## src/rtl/muldiv_seq.sv

```systemverilog
// muldiv_seq: iterative multiply/divide unit next to the combinational ALU.
// A start pulse in IDLE captures op, a and b. MUL/UMULL/SMULL use a shift-add
// loop and DIV uses a restoring loop, each running WIDTH cycles. One fix-up
// cycle follows, then done pulses for one cycle.
// Ports:
//   clk, reset (async, active-low)
//   start, op[3:0], a, b                  request (start sampled only in IDLE)
//   busy                                  high while iterating
//   done                                  one-cycle result-valid pulse
//   result_lo, result_hi                  product words / quotient, remainder
//   dz, err                               divide-by-zero / unsupported op flags
module muldiv_seq #(
  parameter int WIDTH = 32,
  parameter int CW    = 6
) (
  input  logic             clk,
  input  logic             reset,
  input  logic             start,
  input  logic [3:0]       op,
  input  logic [WIDTH-1:0] a,
  input  logic [WIDTH-1:0] b,
  output logic             busy,
  output logic             done,
  output logic [WIDTH-1:0] result_lo,
  output logic [WIDTH-1:0] result_hi,
  output logic             dz,
  output logic             err
);

  localparam logic [3:0] OP_MUL   = 4'b0100;
  localparam logic [3:0] OP_UMULL = 4'b0101;
  localparam logic [3:0] OP_SMULL = 4'b0110;
  localparam logic [3:0] OP_DIV   = 4'b0111;

  localparam logic [CW-1:0]      CNT_LAST = CW'(WIDTH - 1);
  localparam logic [CW-1:0]      CNT_ONE  = {{(CW-1){1'b0}}, 1'b1};
  localparam logic [WIDTH-1:0]   ONE_W    = {{(WIDTH-1){1'b0}}, 1'b1};
  localparam logic [2*WIDTH-1:0] ONE_2W   = {{(2*WIDTH-1){1'b0}}, 1'b1};

  typedef enum logic [1:0] {
    S_IDLE = 2'd0,
    S_CALC = 2'd1,
    S_FIX  = 2'd2,
    S_DONE = 2'd3
  } state_t;

  // Unsigned magnitude of a two's-complement value. The most negative value
  // maps to itself, which reads correctly as the unsigned value 2^(WIDTH-1).
  function automatic logic [WIDTH-1:0] mag(input logic [WIDTH-1:0] x);
    return x[WIDTH-1] ? (~x + ONE_W) : x;
  endfunction

  state_t             state_q, state_d;
  logic [CW-1:0]      cnt_q, cnt_d;
  logic [3:0]         op_q, op_d;
  logic [WIDTH-1:0]   mcand_q, mcand_d;   // multiplicand or divisor
  logic [WIDTH-1:0]   p_q, p_d;           // product high half / remainder
  logic [WIDTH-1:0]   q_q, q_d;           // multiplier low half / quotient
  logic               sign_q, sign_d;
  logic               busy_q, busy_d;
  logic               done_q, done_d;
  logic [WIDTH-1:0]   lo_q, lo_d;
  logic [WIDTH-1:0]   hi_q, hi_d;
  logic               dz_q, dz_d;
  logic               err_q, err_d;

  logic [WIDTH:0]     mul_sum_s;
  logic [WIDTH:0]     div_sh_s;
  logic               div_ge_s;
  logic [WIDTH-1:0]   div_diff_s;
  logic [2*WIDTH-1:0] prod_s;
  logic [2*WIDTH-1:0] prod_neg_s;

  // Datapath for one iteration step and the final sign fix-up.
  always_comb begin
    mul_sum_s  = {1'b0, p_q} + (q_q[0] ? {1'b0, mcand_q} : {(WIDTH+1){1'b0}});
    div_sh_s   = {p_q, q_q[WIDTH-1]};
    div_ge_s   = (div_sh_s >= {1'b0, mcand_q});
    // The difference always fits in WIDTH bits because it is below the divisor.
    div_diff_s = div_sh_s[WIDTH-1:0] - mcand_q;
    prod_s     = {p_q, q_q};
    prod_neg_s = ~prod_s + ONE_2W;
  end

  // Next-state and next-output logic for the control FSM.
  always_comb begin
    state_d = state_q;
    cnt_d   = cnt_q;
    op_d    = op_q;
    mcand_d = mcand_q;
    p_d     = p_q;
    q_d     = q_q;
    sign_d  = sign_q;
    busy_d  = 1'b0;
    done_d  = 1'b0;
    lo_d    = lo_q;
    hi_d    = hi_q;
    dz_d    = dz_q;
    err_d   = err_q;

    case (state_q)
      S_IDLE: begin
        if (start) begin
          op_d  = op;
          dz_d  = 1'b0;
          err_d = 1'b0;
          cnt_d = {CW{1'b0}};
          p_d   = {WIDTH{1'b0}};
          case (op)
            OP_MUL, OP_UMULL: begin
              mcand_d = a;
              q_d     = b;
              sign_d  = 1'b0;
              state_d = S_CALC;
              busy_d  = 1'b1;
            end
            OP_SMULL: begin
              mcand_d = mag(a);
              q_d     = mag(b);
              sign_d  = a[WIDTH-1] ^ b[WIDTH-1];
              state_d = S_CALC;
              busy_d  = 1'b1;
            end
            OP_DIV: begin
              if (b == {WIDTH{1'b0}}) begin
                lo_d    = {WIDTH{1'b1}};
                hi_d    = a;
                dz_d    = 1'b1;
                state_d = S_DONE;
                done_d  = 1'b1;
              end else begin
                mcand_d = b;
                q_d     = a;
                sign_d  = 1'b0;
                state_d = S_CALC;
                busy_d  = 1'b1;
              end
            end
            default: begin
              lo_d    = {WIDTH{1'b0}};
              hi_d    = {WIDTH{1'b0}};
              err_d   = 1'b1;
              state_d = S_DONE;
              done_d  = 1'b1;
            end
          endcase
        end else begin
          state_d = S_IDLE;
        end
      end

      S_CALC: begin
        if (op_q == OP_DIV) begin
          p_d = div_ge_s ? div_diff_s : div_sh_s[WIDTH-1:0];
          q_d = {q_q[WIDTH-2:0], div_ge_s};
        end else begin
          p_d = mul_sum_s[WIDTH:1];
          q_d = {mul_sum_s[0], q_q[WIDTH-1:1]};
        end
        if (cnt_q == CNT_LAST) begin
          cnt_d   = {CW{1'b0}};
          state_d = S_FIX;
          busy_d  = 1'b0;
        end else begin
          cnt_d   = cnt_q + CNT_ONE;
          busy_d  = 1'b1;
        end
      end

      S_FIX: begin
        case (op_q)
          OP_MUL: begin
            hi_d = {WIDTH{1'b0}};
            lo_d = q_q;
          end
          OP_SMULL: begin
            {hi_d, lo_d} = sign_q ? prod_neg_s : prod_s;
          end
          OP_DIV: begin
            lo_d = q_q;
            hi_d = p_q;
          end
          default: begin
            {hi_d, lo_d} = prod_s;
          end
        endcase
        state_d = S_DONE;
        done_d  = 1'b1;
      end

      S_DONE: begin
        state_d = S_IDLE;
      end

      default: begin
        state_d = S_IDLE;
      end
    endcase
  end

  // State and output registers; reset aborts any operation in flight.
  always_ff @(posedge clk or negedge reset) begin
    if (!reset) begin
      state_q <= S_IDLE;
      cnt_q   <= {CW{1'b0}};
      op_q    <= 4'b0000;
      mcand_q <= {WIDTH{1'b0}};
      p_q     <= {WIDTH{1'b0}};
      q_q     <= {WIDTH{1'b0}};
      sign_q  <= 1'b0;
      busy_q  <= 1'b0;
      done_q  <= 1'b0;
      lo_q    <= {WIDTH{1'b0}};
      hi_q    <= {WIDTH{1'b0}};
      dz_q    <= 1'b0;
      err_q   <= 1'b0;
    end else begin
      state_q <= state_d;
      cnt_q   <= cnt_d;
      op_q    <= op_d;
      mcand_q <= mcand_d;
      p_q     <= p_d;
      q_q     <= q_d;
      sign_q  <= sign_d;
      busy_q  <= busy_d;
      done_q  <= done_d;
      lo_q    <= lo_d;
      hi_q    <= hi_d;
      dz_q    <= dz_d;
      err_q   <= err_d;
    end
  end

  assign busy      = busy_q;
  assign done      = done_q;
  assign result_lo = lo_q;
  assign result_hi = hi_q;
  assign dz        = dz_q;
  assign err       = err_q;

endmodule

```

## config.mk

```make
export PLATFORM = sky130hd
export DESIGN_NAME = muldiv_seq
export DESIGN_NICKNAME = d
export VERILOG_FILES = /design/src/rtl/muldiv_seq.sv
export SDC_FILE = /design/constraint.sdc
export NUM_CORES = 1
export LEC_CHECK = 0
export BUFFER_PORTS_ARGS = -buffer_cell sky130_fd_sc_hd__buf_2
export CORE_ASPECT_RATIO = 2
export CORE_MARGIN = 2
export CORE_UTILIZATION = 34
export CTS_CLUSTER_DIAMETER = 40
export DETAILED_ROUTE_END_ITERATION = 10
export HOLD_SLACK_MARGIN = 0.06
export PLACE_DENSITY = 0.5
export REMOVE_ABC_BUFFERS = 1
export SETUP_SLACK_MARGIN = 0.3
export SKIP_LAST_GASP = 1
export SYNTH_ARGS = -nofsm -noshare
export SYNTH_HDL_FRONTEND = slang
export SYNTH_SLANG_ARGS = --single-unit
```

## constraint.sdc

```tcl
create_clock -name clk -period 3 [get_ports clk]
set_input_delay 0.3 -clock clk [delete_from_list [all_inputs] [get_ports clk]]
set_output_delay 0.3 -clock clk [all_outputs]
set_load 0.05 [all_outputs]
```

==> run_summary.xml, run 1 <==
<?xml version="1.0" encoding="UTF-8"?>
<metrics>
  <group name="power_and_ir_drop">
    <metric name="vdd.ir_drop.worst" unit="mV">0.638</metric>
    <metric name="power.density" unit="nW/um^2">1260</metric>
    <metric name="finalPower" unit="mW">29.3</metric>
    <metric name="power.leakage" unit="nW">10.6</metric>
  </group>
  <group name="timing">
    <metric name="maxClockFrequency" unit="GHz">0.310</metric>
    <metric name="finalHoldViolCount" unit="">0</metric>
    <metric name="worst_slew_pin_slew" unit="ps">1070</metric>
    <metric name="final-setup-viol-count" unit="">13</metric>
    <metric name="skew" unit="ps">19.1</metric>
    <metric name="grt_setup_unrepaired" unit="">true</metric>
    <metric name="final_critical_delay_including_setup_and_external_delays" unit="ps">3220</metric>
    <metric name="setup-tns-final" unit="ps">-1220</metric>
    <metric name="finalMaxSlewViolations" unit="">0</metric>
    <metric name="max_slew_margin" unit="">0.286</metric>
    <metric name="min_period_over_period" unit="">1.07</metric>
    <metric name="final_critical_path_setup_slack" unit="ps">-222</metric>
  </group>
  <group name="die">
    <metric name="floorplan.die.height" unit="um">308</metric>
    <metric name="design.portCount" unit="">139</metric>
    <metric name="initial_utilization" unit="">0.343</metric>
    <metric name="die_w" unit="um">156</metric>
    <metric name="number_of_placement_rows" unit="">111</metric>
    <metric name="floorplan.core_area" unit="um^2">45800</metric>
    <metric name="overall_die_area" unit="um^2">48100</metric>
  </group>
  <group name="route">
    <metric name="postRouteAntennaNets" unit="">0</metric>
    <metric name="dr_wl_cell" unit="um">23.9</metric>
    <metric name="dr_total_vias" unit="">18700</metric>
    <metric name="detail_route.vias_per_cell" unit="">5.87</metric>
    <metric name="detail_route.wirelength" unit="um">75900</metric>
    <metric name="drt_first_iter_violations" unit="">1208</metric>
    <metric name="detail_route.drc_violations" unit="">0</metric>
    <metric name="drtPass1Iterations" unit="">6</metric>
  </group>
  <group name="worst_setup_path">
    <metric name="cp-end-kind" unit="">flop</metric>
    <metric name="path_class" unit="">flop to flop</metric>
    <metric name="worst-endpoint-arrival" unit="ps">3560</metric>
    <metric name="critPathRequiredTime" unit="ps">3340</metric>
    <metric name="timing.critical_path.fanout_max" unit="">6</metric>
    <metric name="critical_path.startpoint_type" unit="">flop</metric>
  </group>
  <group name="logic_synthesis">
    <metric name="async_reset_ff_frac" unit="">1.00</metric>
    <metric name="yosysTopAreaCellShare" unit="">0.281</metric>
    <metric name="synth_cell_type_count" unit="">86</metric>
    <metric name="post_synth.cell_area_avg" unit="um^2">7.58</metric>
    <metric name="synthesis.area" unit="um^2">15700</metric>
    <metric name="synth_flop_cell" unit="">dfrtp_1</metric>
    <metric name="synth-edff-count" unit="">0</metric>
    <metric name="yosys.cell_count.top_type" unit="">nand2_1</metric>
    <metric name="synthTopCellsByCount" unit="">nand2_1 (229), nor2_1 (207), a21oi_1 (192), o21ai_0 (187), dfrtp_1 (177)</metric>
    <metric name="synthesized_instance_count" unit="">2076</metric>
    <metric name="synth-seq-area-share" unit="">0.281</metric>
    <metric name="synth_top_area_cell" unit="">dfrtp_1</metric>
    <metric name="synth_seq_cells" unit="">177</metric>
    <metric name="yosys-top-cells-area" unit="">dfrtp_1 (28%), a21oi_1 (6.1%), o21ai_0 (5.9%)</metric>
    <metric name="ys_warn_count" unit="">0</metric>
  </group>
  <group name="global_routing">
    <metric name="grtUsageTotal" unit="">0.302</metric>
    <metric name="grt_pass1_wl" unit="um">109000</metric>
    <metric name="grt_pass1_vias" unit="">19000</metric>
    <metric name="globalRoute.totalOverflow" unit="">0</metric>
    <metric name="antenna_found_initial" unit="">2</metric>
    <metric name="maximum_number_of_pins_on_one_net_before_global_route_repair" unit="">73</metric>
  </group>
  <group name="clock_tree">
    <metric name="worstSkewPairLatency" unit="ps">480</metric>
    <metric name="root_buffer" unit="">clkbuf_16</metric>
    <metric name="clkTransAtPathRegs" unit="ps">80</metric>
    <metric name="ctsLongestPathBuffers" unit="">2</metric>
    <metric name="cts_made_buffers" unit="">17</metric>
    <metric name="numClockSinks" unit="">177</metric>
    <metric name="h_tree_depth_reported_by_cts" unit="">4</metric>
    <metric name="tritoncts" unit="">built</metric>
  </group>
  <group name="placement">
    <metric name="place.detailed.instances" unit="">3069</metric>
    <metric name="dpl_worst_slack" unit="ps">-536</metric>
    <metric name="gp_congestion" unit="">0.962</metric>
    <metric name="port_buffers" unit="">138</metric>
    <metric name="dp_hpwl" unit="um">56800</metric>
  </group>
  <group name="final_layout">
    <metric name="share_of_post_route_cells_with_drive_strength_above_1" unit="">0.375</metric>
    <metric name="area.growth.synth_to_final" unit="%">48.3</metric>
    <metric name="non_filler_instance_count_after_layout" unit="">3182</metric>
    <metric name="antennaDiodeCount" unit="">0</metric>
    <metric name="final_nets" unit="">2748</metric>
  </group>
  <group name="run_status">
    <metric name="violations" unit="">setup timing</metric>
    <metric name="status" unit="">complete, but fails checks</metric>
  </group>
  <group name="min_path">
    <metric name="hold_path.class" unit="">primary input to flop</metric>
  </group>
  <group name="flow_run">
    <metric name="cap_viol_max_count" unit="">0</metric>
  </group>
</metrics>
-- critical path, stage by stage, from the launching register on --
cell and delay (ps):
dfrtp_1 410, inv_2 90, buf_12 150, buf_6 120
nor2_4 100, ha_4 220, a21o_1 180, a21o_1 170
a221oi_2 260, buf_4 180, a211oi_2 60, buf_4 160
o2111a_1 250, o31ai_1 240, buf_4 150, o21ai_1 60
buf_4 160, o211ai_1 80, a31oi_1 60
-- placed cells by master, fill, tap and decap left out, drive strengths merged, types with 8 or more instances in the layout --
cell type / instances
nand4: 16
a22oi: 24
or2: 9
and2: 12
o221ai: 9
nor4: 13
a211oi: 43
and3: 8
mux2i: 15
a21oi: 194
a22o: 12
inv: 93
o22ai: 17
or4: 11
o211ai: 22
xnor2: 69
a311oi: 8
o31ai: 38
o21a: 13
nor2b: 11
buf: 646
a21o: 62
nand2: 230
a31oi: 15
clkbuf: 25
nand3: 49
or3: 23
ha: 71
o22a: 15
nor3: 58
nand2b: 15
a221oi: 42
nor2: 208
o21ai: 192
a32oi: 12
xor2: 44
o41ai: 9
dfrtp: 177
-- repair_timing --
| action | CTS | global route |
|---|---|---|
| hold endpoints to repair | 64 | 0 |
| endpoints found under the setup margin | 87 | 103 |
| gates resized for setup | 244 | 169 |
| hold buffers | 1 | 0 |
| pin swaps | 102 | 111 |
| cloned | 4 | 8 |
| buffers inserted | 42 | 26 |
-- cells by family (layout without fill, tap and decap cells) --
family          Yosys count  after routing  share of synthesized area
mux                      19             19                     0.0124
simple gates            681            681                      0.202
xor+xnor                113            113                     0.0629
fa+ha+maj                73             73                     0.0590
flops                   177            177                      0.281
buf+inv                 236            775                     0.0586
compound gates          777            779                      0.323
-- cell type report --
type | instances | area [um^2]
clock buffer | 19 | 453
clock inverter | 13 | 134
fill | 4450 | 22500
inverter | 90 | 338
multi-input combinational | 1665 | 12100
sequential | 177 | 4430
tap | 565 | 707
timing repair buffer | 653 | 5200
-- registers in the layout, summed over array words and instances, names as in the netlist, 2 cells and up --
name       count
p_q           32
op_q           4
mcand_q       32
result_hi     32
state_q        2
q_q           32
cnt_q          6
result_lo     32
-- per-layer routing --
metal,routed length [um],global-route usage,share of wire
met3,2870,0.0291,0.038
met1,25600,0.295,0.34
met2,40200,0.561,0.53
met4,7320,0.261,0.096
met5,14,0,0.00018
-- through the flow --
step | cell area, um^2 | hold WS, ps | utilization
after floorplan | 15200 | 4.41 | -
after global placement | 20100 | 382 | 0.439
after detailed placement | 20100 | 381 | 0.439
after CTS | 22200 | 60.5 | 0.484
after global routing | 23300 | 77.0 | 0.509
final | 23300 | 73.8 | 0.509
-- final timing paths --
kind / start / endpoint / slack (ps) / cells after the start
worst max-delay path: q_q[0] / p_q[31] / -220 / 18
worst min-delay path: op[2] / op_q[2] / 70 / 2
worst max register to register: q_q[0] / p_q[31] / -220 / 18
worst min register to register: result_lo[12] / result_lo[12] / 470 / 2
max in group asynchronous: reset / cnt_q[3] / 1840 / 3
min in group asynchronous: reset / p_q[12] / 420 / 2
-- power breakdown --
part	switching, mW	internal [mW]
clock	1.09	1.27
sequential	0.845	3.46
combinational	12.8	9.89
total	14.7	14.6
Power figures use the tool's default switching activity.
==> run 2: changes to the inputs <==
--- a/config.mk
+++ b/config.mk
@@ -9,3 +9,2 @@
 export CORE_ASPECT_RATIO = 2
-export CORE_MARGIN = 2
 export CORE_UTILIZATION = 34
==> constraint.sdc (replaced) <==
create_clock -name clk -period 3 [get_ports clk]
set_input_delay 0 -clock clk [delete_from_list [all_inputs] [get_ports clk]]
set_output_delay 0 -clock clk [all_outputs]
set_load 0.05 [all_outputs]
==> run 2 against run 1 <==
  * The run still ends with setup timing left
  * Non-clock buffer count is 9 higher
  * Sequential power fell by 3%
  * Via count decreased by 0.63%
  * Largest cell class unchanged
==> run_summary.xml, run 2 (synthesis gave the netlist of run 1 again) <==
<?xml version="1.0" encoding="UTF-8"?>
<metrics>
  <group name="clock_tree">
    <metric name="tritoncts" unit="">built</metric>
    <metric name="ctsLongestPathBuffers" unit="">2</metric>
    <metric name="cts_made_buffers" unit="">17</metric>
    <metric name="root_buffer" unit="">clkbuf_16</metric>
    <metric name="clkTransAtPathRegs" unit="ps">80</metric>
    <metric name="worstSkewPairLatency" unit="ps">480</metric>
    <metric name="numClockSinks" unit="">177</metric>
    <metric name="h_tree_depth_reported_by_cts" unit="">4</metric>
  </group>
  <group name="die">
    <metric name="initial_utilization" unit="">0.344</metric>
    <metric name="die_w" unit="um">154</metric>
    <metric name="overall_die_area" unit="um^2">47200</metric>
    <metric name="floorplan.die.height" unit="um">306</metric>
    <metric name="design.portCount" unit="">139</metric>
    <metric name="number_of_placement_rows" unit="">111</metric>
    <metric name="floorplan.core_area" unit="um^2">45700</metric>
  </group>
  <group name="final_layout">
    <metric name="area.growth.synth_to_final" unit="%">47.7</metric>
    <metric name="layout.cells.most_common" unit="">buf_4</metric>
    <metric name="final_nets" unit="">2755</metric>
    <metric name="most-common-layout-cells" unit="">buf_4 (410), nand2_1 (222), nor2_1 (191), dfrtp_1 (177), a21oi_1 (163)</metric>
    <metric name="layout.core_utilization" unit="">0.509</metric>
    <metric name="share_of_post_route_cells_with_drive_strength_above_1" unit="">0.348</metric>
    <metric name="antennaDiodeCount" unit="">0</metric>
  </group>
  <group name="worst_setup_path">
    <metric name="timing.critical_path.fanout_max" unit="">6</metric>
    <metric name="worst-endpoint-arrival" unit="ps">3490</metric>
    <metric name="worst_r2r_end" unit="">p_q[28]</metric>
    <metric name="critPathRequiredTime" unit="ps">3350</metric>
    <metric name="path_class" unit="">flop to flop</metric>
    <metric name="slowest_stage" unit="">dfrtp_1</metric>
    <metric name="critical_path.startpoint_type" unit="">flop</metric>
    <metric name="cp_slowest_stage_delay" unit="ps">420</metric>
    <metric name="worst-r2r-cell-count" unit="">17</metric>
    <metric name="reg2reg_from" unit="">q_q[0]</metric>
    <metric name="crit_chain" unit="">inv_4 -&gt; buf_12 -&gt; buf_12 -&gt; nor2_4 -&gt; ha_4 -&gt; and3_4 -&gt; nand2_1 -&gt; nand3b_1 -&gt; a21oi_2 -&gt; buf_6 -&gt; o211ai_1 -&gt; buf_4 -&gt; buf_6 -&gt; a211o_1 -&gt; a21oi_2 -&gt; mux2i_1 -&gt; a21oi_1</metric>
    <metric name="cp-end-kind" unit="">flop</metric>
    <metric name="worst-r2r-setup-slack" unit="ps">-140</metric>
  </group>
  <group name="route">
    <metric name="detail_route.vias_per_cell" unit="">5.82</metric>
    <metric name="dr_total_vias" unit="">18600</metric>
    <metric name="detail_route.wirelength" unit="um">73000</metric>
    <metric name="drt_first_iter_violations" unit="">1185</metric>
    <metric name="drtPass1Iterations" unit="">7</metric>
    <metric name="postRouteAntennaNets" unit="">0</metric>
    <metric name="dr_wl_cell" unit="um">22.9</metric>
    <metric name="detail_route.drc_violations" unit="">0</metric>
  </group>
  <group name="timing">
    <metric name="final-setup-viol-count" unit="">12</metric>
    <metric name="worst_slew_pin_slew" unit="ps">698</metric>
    <metric name="setup-tns-final" unit="ps">-702</metric>
    <metric name="finalHoldViolCount" unit="">0</metric>
    <metric name="grt_setup_unrepaired" unit="">true</metric>
    <metric name="maxClockFrequency" unit="GHz">0.319</metric>
    <metric name="skew" unit="ps">20.4</metric>
    <metric name="final.hold.worst_slack" unit="ps">37.3</metric>
    <metric name="min_period_over_period" unit="">1.05</metric>
    <metric name="max_slew_margin" unit="">0.535</metric>
    <metric name="finalMaxSlewViolations" unit="">0</metric>
    <metric name="final_critical_path_setup_slack" unit="ps">-139</metric>
    <metric name="final_critical_delay_including_setup_and_external_delays" unit="ps">3140</metric>
  </group>
  <group name="min_path">
    <metric name="hold_path.class" unit="">primary input to async pin</metric>
  </group>
  <group name="power_and_ir_drop">
    <metric name="power.leakage" unit="nW">10.6</metric>
    <metric name="finalPower" unit="mW">28.1</metric>
    <metric name="vdd.ir_drop.worst" unit="mV">0.676</metric>
    <metric name="power.density" unit="nW/um^2">1210</metric>
  </group>
  <group name="run_status">
    <metric name="violations" unit="">setup timing</metric>
    <metric name="status" unit="">complete, but fails checks</metric>
  </group>
  <group name="global_routing">
    <metric name="maximum_number_of_pins_on_one_net_before_global_route_repair" unit="">74</metric>
    <metric name="antenna_found_initial" unit="">2</metric>
    <metric name="grt_pass1_vias" unit="">18900</metric>
    <metric name="globalRoute.totalOverflow" unit="">0</metric>
    <metric name="grt_pass1_wl" unit="um">110000</metric>
    <metric name="grtUsageTotal" unit="">0.309</metric>
  </group>
  <group name="placement">
    <metric name="port_buffers" unit="">138</metric>
    <metric name="dp_hpwl" unit="um">56000</metric>
    <metric name="gp_congestion" unit="">0.973</metric>
  </group>
  <group name="flow_run">
    <metric name="cap_viol_max_count" unit="">0</metric>
  </group>
</metrics>
-- run 2: changes by cell type in the layout (fill, tap and decap cells not counted), sizes merged, moves of 2 or more --
cell	delta
clkbuf	-4
buf	-34
a21oi	-2
dlygate4sd3	+46
-- run 2: cell type report --
cell class	instances	area [um^2]
clock buffers	19	433
clock inverters	13	129
fillers	4450	22500
inverters	90	340
multi-input cells	1663	11900
flip-flops and latches	177	4430
well taps	565	707
repair buffers	662	5330
-- run 2: what timing repair did --
item / CTS / global route
hold buffers: 48 / 0
pin swaps: 82 / 132
gates cloned: 3 / 1
endpoints found under the hold margin: 243 / 0
gates resized for setup: 208 / 161
setup buffers: 30 / 27
setup endpoints to repair: 66 / 79
-- run 2: worst max-delay path by stage --
stage	from	to	slack, ps	cells past startpoint
3_3_place_gp	q_q[0]	p_q[31]	-620	16
6_report	q_q[0]	p_q[28]	-140	17
5_1_grt	q_q[0]	p_q[20]	-230	19
3_5_place_dp	q_q[0]	p_q[31]	-640	16
4_1_cts	q_q[0]	p_q[28]	-90	17
2_1_floorplan	state_q[0]	result_lo[0]	-2110	6
-- run 2: metrics by stage --
step                      setup WS [ps]  area (um^2)  instances
after CTS                         -94.7        22200       3161
after global placement             -617        20000       3048
after global routing               -229        23200       3189
after detailed placement           -638        20000       3048
after floorplan                   -2110        15200       1930
final                              -139        23200       3189
-- run 2: power breakdown --
group	total [mW]	internal, mW	switching [mW]
registers	4.18	3.45	0.730
logic	21.6	9.40	12.2
clock network	2.29	1.16	1.13
total	28.1	14.0	14.0
-- run 2: critical path: cells and delay by family (launching register included) --
family | cells | cell delay (ps)
buf+inv | 6 | 810
compound gates | 5 | 790
flops | 1 | 420
mux | 1 | 190
fa+ha+maj | 1 | 280
simple gates | 4 | 520
-- run 2: per-layer routing --
metal  track usage  part of all wire  vias up
met2         0.584              0.53      618
met4         0.246             0.086        4
li1              -                 -     8682
met5             0           0.00037        -
met3        0.0304             0.031      294
met1         0.303              0.35     8965
